## config.mk

```make
export PLATFORM = sky130hd
export DESIGN_NAME = mem_copy_dma
export DESIGN_NICKNAME = d
export VERILOG_FILES = /design/src/rtl/mem_copy_dma.sv
export SDC_FILE = /design/constraint.sdc
export NUM_CORES = 1
export LEC_CHECK = 0
export BUFFER_PORTS_ARGS = -buffer_cell sky130_fd_sc_hd__buf_2
export CORE_ASPECT_RATIO = 1.75
export CORE_UTILIZATION = 45
export DETAILED_ROUTE_END_ITERATION = 8
export GPL_TIMING_DRIVEN = 0
export PLACE_DENSITY = 0.71
export SETUP_SLACK_MARGIN = 0.15
export SLEW_MARGIN = 30
export SYNTH_ARGS = -nofsm -noshare
export SYNTH_HDL_FRONTEND = slang
export SYNTH_SLANG_ARGS = --single-unit
```

## constraint.sdc

```tcl
create_clock -name clk -period 2.35 [get_ports clk]
set_input_delay 0.47 -clock clk [delete_from_list [all_inputs] [get_ports clk]]
set_output_delay 0.47 -clock clk [all_outputs]
set_load 0.01 [all_outputs]
```

## src/rtl/mem_copy_dma.sv

```systemverilog
// Byte-wise memory-to-memory copy engine.
// Each byte is read, held for READ_LAT cycles while the memory answers,
// then written to the destination. All outputs are registered; the
// data-register role is played by WriteData, which captures ReadData on
// the final WAIT edge and is then driven during the WR cycle.
module mem_copy_dma #(
    parameter int READ_LAT = 1
) (
    input  logic       clk,
    input  logic       rst,
    input  logic       start,
    input  logic [7:0] src,
    input  logic [7:0] dst,
    input  logic [7:0] len,
    input  logic       abort,
    output logic       busy,
    output logic       done,
    output logic [7:0] count,
    output logic       MemRead,
    output logic       MemWrite,
    output logic [7:0] Address,
    output logic [7:0] WriteData,
    input  logic [7:0] ReadData
);

    typedef enum logic [2:0] {IDLE, RD, WAIT, WR, DONE} stateT;

    stateT      state;
    logic [7:0] srcQ;
    logic [7:0] dstQ;
    logic [7:0] lenQ;
    logic [1:0] waitCnt;
    logic [7:0] nextCount;

    assign nextCount = count + 8'd1;

    // Copy sequencer: state, captured parameters and all registered outputs.
    always_ff @(posedge clk or negedge rst) begin
        if (!rst) begin
            state     <= IDLE;
            srcQ      <= 8'h00;
            dstQ      <= 8'h00;
            lenQ      <= 8'h00;
            waitCnt   <= 2'd0;
            busy      <= 1'b0;
            done      <= 1'b0;
            count     <= 8'h00;
            MemRead   <= 1'b0;
            MemWrite  <= 1'b0;
            Address   <= 8'h00;
            WriteData <= 8'h00;
        end else begin
            // Strobes and done are single-cycle; only the branch that
            // enters RD/WR/DONE raises them again.
            done     <= 1'b0;
            MemRead  <= 1'b0;
            MemWrite <= 1'b0;
            case (state)
                IDLE: begin
                    if (start) begin
                        srcQ  <= src;
                        dstQ  <= dst;
                        lenQ  <= len;
                        count <= 8'h00;
                        if (len != 8'h00) begin
                            state   <= RD;
                            busy    <= 1'b1;
                            MemRead <= 1'b1;
                            Address <= src;
                        end else begin
                            state <= DONE;
                            done  <= 1'b1;
                        end
                    end
                end
                RD: begin
                    if (abort) begin
                        state <= IDLE;
                        busy  <= 1'b0;
                    end else begin
                        state   <= WAIT;
                        waitCnt <= 2'(READ_LAT - 1);
                    end
                end
                WAIT: begin
                    if (abort) begin
                        state <= IDLE;
                        busy  <= 1'b0;
                    end else if (waitCnt == 2'd0) begin
                        state     <= WR;
                        MemWrite  <= 1'b1;
                        Address   <= dstQ + count;
                        WriteData <= ReadData;
                    end else begin
                        waitCnt <= waitCnt - 2'd1;
                    end
                end
                WR: begin
                    // The write strobe is already on the bus this cycle,
                    // so the byte counts even when abort arrives with it.
                    count <= nextCount;
                    if (abort) begin
                        state <= IDLE;
                        busy  <= 1'b0;
                    end else if (nextCount == lenQ) begin
                        state <= DONE;
                        busy  <= 1'b0;
                        done  <= 1'b1;
                    end else begin
                        state   <= RD;
                        MemRead <= 1'b1;
                        Address <= srcQ + nextCount;
                    end
                end
                DONE: begin
                    state <= IDLE;
                end
                default: begin
                    state <= IDLE;
                    busy  <= 1'b0;
                end
            endcase
        end
    end

endmodule

```

* Yosys cells after proc, flatten, opt, wreduce, memory -nomap -nowiden
Cells that the tools add are included.
** Word-level totals
- Bits in registers :: 57
- Input port bits :: 36
- Output and inout port bits :: 28
- Word-level logic and storage cells :: 88
** Cells by class
- Add/subtract/negate cells :: 4
- Equal/unequal tests :: 16
- Mux-type cells :: 40
- Bitwise logic cells :: 2
- Reductions and logical operators :: 14
** Operator list (count)
- 8-bit two-way mux :: 7
- 8-bit case mux with 3 select lines :: 1
- 3-bit two-way mux :: 6
- 8-bit adder :: 2
- 1-bit two-way mux :: 16
- 2-bit != test (second input constant) :: 8
- 8-bit case mux with 2 select lines :: 1
- 3-bit case mux with 4 select lines :: 1
- 8-bit by 1-bit adder with 8-bit output (second input constant) :: 1
- 8-bit equality test :: 1
- 2-bit two-way mux :: 4
- 8-bit nonzero test :: 1
- 7-bit AND reduction :: 1
- 3-bit by 2-bit equality test with 1-bit output (second input constant) :: 2
- 3-bit != test (second input constant) :: 2
- 2-bit AND reduction :: 3
- 5-bit AND reduction :: 1
- 1-bit case mux with 2 select lines :: 2
- 1-bit case mux with 4 select lines :: 1
- 2-bit case mux with 2 select lines :: 1
- 4-bit AND reduction :: 1
- 2-bit nonzero test :: 2
- 3-bit by 1-bit equality test with 1-bit output (second input constant) :: 1
- 3-bit equality test (second input constant) :: 1
- other kinds (8) :: 9

* Longest topological paths before layout
- Depth in word-level cells :: 5
- Gate-level depth with buffers :: 11
- Gate-level depth less buffers :: 11

* Worst setup path after synthesis
Ideal clock, no wire load.
- Path kind :: register to register
- From :: reg count[0]
- To :: reg Address[6]
- Arrival :: 2389 ps
- Data required time :: 2225 ps
- Setup slack :: -164 ps
- Stages on the path, launching flop included :: 11
- Buffers on the path :: 0
- Clock period less this slack :: 2514 ps
- Cell sequence :: dfrtp_1 ha_1 xor2_1 ha_1 nor2b_1 nor3_1 o21bai_1 a21oi_1 xor2_1 a211oi_1 mux2_4
** Between the ends
- Word-level cells in the longest chain between the ends :: 5
** RTL lines
- start: declaration :: line 18 : output logic [7:0] count,
- start signal: assignment :: line 101 : count <= nextCount;
- 8-bit by 1-bit adder with 8-bit output :: line 35 : assign nextCount = count + 8'd1;
- 8-bit adder :: line 112 : Address <= srcQ + nextCount;
- 8-bit two-way mux :: line 105 : end else if (nextCount == lenQ) begin
- 8-bit two-way mux :: line 102 : if (abort) begin
- 8-bit case mux with 3 select lines :: line 58 : case (state)
- end signal: assignment :: line 69 : Address <= src;
- end signal: assignment :: line 92 : Address <= dstQ + count;
- end signal: assignment :: line 112
- end: declaration :: line 21 : output logic [7:0] Address,
Parallel ways exist; a longest one is shown, timed or not. The select of a mux whose other input is x is not followed.
A chain may end at the register's enable or synchronous reset.

* Final worst setup path
Same ends and word-level chain as after synthesis.

==> results_dict.tcl <==
set metrics [dict create \
    worstReg2RegStart "count[0]$_DFFE_PN0P_" \
    synth_common_cells "57 x dfrtp_1, 41 x nand2_1, 23 x mux2_2, 21 x nor2_1, 19 x o21ai_0" \
    tns_ps -219 \
    setup_viol 3 \
    violations "setup timing" \
    die-height_um 114 \
    worst_slack_ps -97.6 \
    ys.flop_type "dfrtp_1" \
    required_ps 2560 \
    cts_max_level 3 \
    synthArstFlopShare_pct 100 \
    status "complete, but fails checks" \
    period_needed_ps 2450 \
    ff2ff_setup_slack_ps -100 \
    synth_edf_count 0 \
    portBuffers 63 \
    yosys.area.top_type_share_pct 44.1 \
    grt_pass1_vias 2717 \
    finish.instance_area_mm2 0.00437 \
    power.leakage_nw 2.09 \
    finalCritPeriodShare_pct 104 \
    synthCells 304 \
    ant_nets 0 \
    dp_slack_ps -224 \
    hp-class "input port to asynchronous set/reset pin" \
    r2r-end "Address[6]$_DFFE_PN0P_" \
    ir_drop_uv 627 \
    antenna_found_initial 0 \
    yosysWarningCount 0 \
    report.power.total_mw 5.72 \
    cp-endpoint "Address[6]$_DFFE_PN0P_" \
    grt_remaining_overflow 0 \
    yosys-top-cells-area "dfrtp_1 44%, mux2_2 8.0%, ha_1 6.2%" \
    synth_seq_area_share_pct 44.1 \
    post-dp-hpwl_um 5600 \
    core_area_mm2 0.00691 \
    timing.final.max_slew_violations 0 \
    path_max_fanout 5 \
    final_util_pct 63.3 \
    fmax_mhz 409 \
    max_slew_margin_pct 52.0 \
    cts_buffers 9 \
    ff2ff_path_depth 10 \
    worst_pin_slew_ps 720 \
    io_pins 64 \
    num-nets-final 454 \
    cts_tree "done" \
    yosys.area.top_type "dfrtp_1" \
    place_area_mm2 0.00370 \
    drt-total-wl_um 8250 \
    num_rows 40 \
    synth.most_common_cell "dfrtp_1" \
    cts_sinks 57 \
    drive_gt1_share_pct 40.7 \
    netlist_area_mm2 0.00324 \
    hold_viol 0 \
    startpoint_type "flop" \
    drt_pass1_iterations 4 \
    finClkSkew_ps 6.09 \
    die_width_um 66.1 \
    clock_latency_ps 330 \
    routabilityCongestion 0.853 \
    grt_use_total_pct 23.2 \
    clockBufferDepth 2 \
    antenna_cells 0 \
    dieArea_mm2 0.00755 \
    ys_seq_elements 57 \
    drtIter0Drc 174 \
    crit_start "count[0]$_DFFE_PN0P_" \
    fillers 560 \
    routed_via_density 5.52 \
    grt_pass1_wl_um 12900 \
    cp.arrival_ps 2650 \
    syn2layout_area_growth_pct 35.0 \
    cp-end-kind "flop" \
    synth.distinct_cells 48 \
    vias 2697 \
    syn-num-nets 358 \
    postSynthAreaPerCell_um2 10.6 \
    root_buffer "clkbuf_16" \
    grt_max_degree 58 \
    setup.worst_path.class "flop to flop" \
    rsz0062_at_grt "yes" \
    max_cap_viol_count 0 \
    start_util_pct 46.9 \
    cellPowerDensity_mw_per_mm2 1310 \
    route.detailed.wl_per_inst_um 16.9 \
    drc 0 \
    clk_pin_slew_ps 50 \
]
worst min-delay path by stage:
stage | start | slack [ps] | cells after the start | to
after floorplan | rst | 170 | 0 | Address[0]$_DFFE_PN0P_
after global placement | WriteData[2]$_DFFE_PN0P_ | 460 | 2 | WriteData[2]$_DFFE_PN0P_
after detailed placement | WriteData[1]$_DFFE_PN0P_ | 460 | 2 | WriteData[1]$_DFFE_PN0P_
after CTS | rst | 220 | 1 | WriteData[6]$_DFFE_PN0P_
after global routing | rst | 260 | 1 | WriteData[6]$_DFFE_PN0P_
final | rst | 200 | 1 | WriteData[6]$_DFFE_PN0P_
layout by cell type (no fill, tap or decap), types with 2 or more instances in the layout:
cell type  count
a21oi_2        2
nand3_1        5
xnor3_1        2
mux2i_1        4
o21bai_1       2
ha_1          13
nor3_1         8
a21oi_1        6
dfrtp_1       54
o41ai_1        2
buf_2         63
nand3_4        2
ha_4           3
inv_1          8
xor2_2         2
buf_4         20
xnor2_1       14
clkinv_2       2
nor2_2         2
buf_6          3
mux2_2        23
mux2_4         6
nand2_1       40
xor2_1         7
nor4_1         4
dfrtp_2        3
fa_2           2
o211ai_1       3
bufinv_16      2
a211oi_1       2
o31ai_1        3
clkbuf_1       5
nor2_1        19
a21o_1         4
clkbuf_16     10
o21ai_0       17
and3_1         3
timing repair:
item,4_1_cts,5_1_grt
endpoints found under the setup margin,28,14
pin swaps,5,15
gates resized for setup,9,22
cloned,0,1
hold buffers,0,0
setup buffers,12,9
worst max-delay path: stages, from the launching register on:
cell      delay, ps
dfrtp_2         460
ha_4            200
xor2_2          240
ha_4            260
nor2b_4         140
nor3_2          190
o21bai_1        120
a21oi_1         190
xor2_1          160
a211oi_1         80
mux2_4          280
metrics by stage:
stage          hold WS [ps]  instances
6_report                199        489
5_1_grt                 265        489
4_1_cts                 223        479
3_5_place_dp            465        451
3_3_place_gp            455        451
2_1_floorplan           174        304
metal layers:
layer	global-route usage (%)	vias up	share of wire [%]
met5	0	-	0
met4	14.9	0	4.7
met3	4.58	26	4.2
met2	39.0	79	54
met1	26.1	1322	37
li1	-	1270	-
registers in the layout (all words and copies together) (netlist names):
signal     flops
Address        8
MemRead        1
MemWrite       1
WriteData      8
busy           1
count          8
done           1
dstQ           8
lenQ           8
srcQ           8
state          3
waitCnt        2
power by group:
| part | internal [mW] | switching, mW | total [mW] | leakage [nW] |
|---|---|---|---|---|
| logic | 1.34 | 1.30 | 2.64 | 1.22 |
| clock network | 0.952 | 0.435 | 1.39 | 0.159 |
| registers | 1.40 | 0.293 | 1.69 | 0.702 |
| total | 3.69 | 2.03 | 5.72 | 2.09 |
cells by family (layout without fill, tap and decap cells):
kind of cell    after synthesis  in the layout  synth area share (%)
buf+inv                      17            118                  2.09
fa+ha+maj                    18             18                  7.42
mux                          33             33                  12.0
simple gates                 96             96                  14.5
compound gates               57             57                  12.0
xor+xnor                     26             26                  7.89
flops                        57             57                  44.1
area by class of cell:
type | count | area [um2] | share of cell area (%)
multi-input combinational | 230 | 1920 | 43.9
sequential | 57 | 1430 | 32.7
timing repair buffer | 85 | 520 | 11.9
clock buffer | 11 | 243 | 5.55
tap | 84 | 105 | 2.40
clock inverter | 5 | 78.8 | 1.80
buffer | 8 | 42.5 | 0.973
inverter | 9 | 33.8 | 0.773
Note: power is estimated with default switching activity, not from simulation.
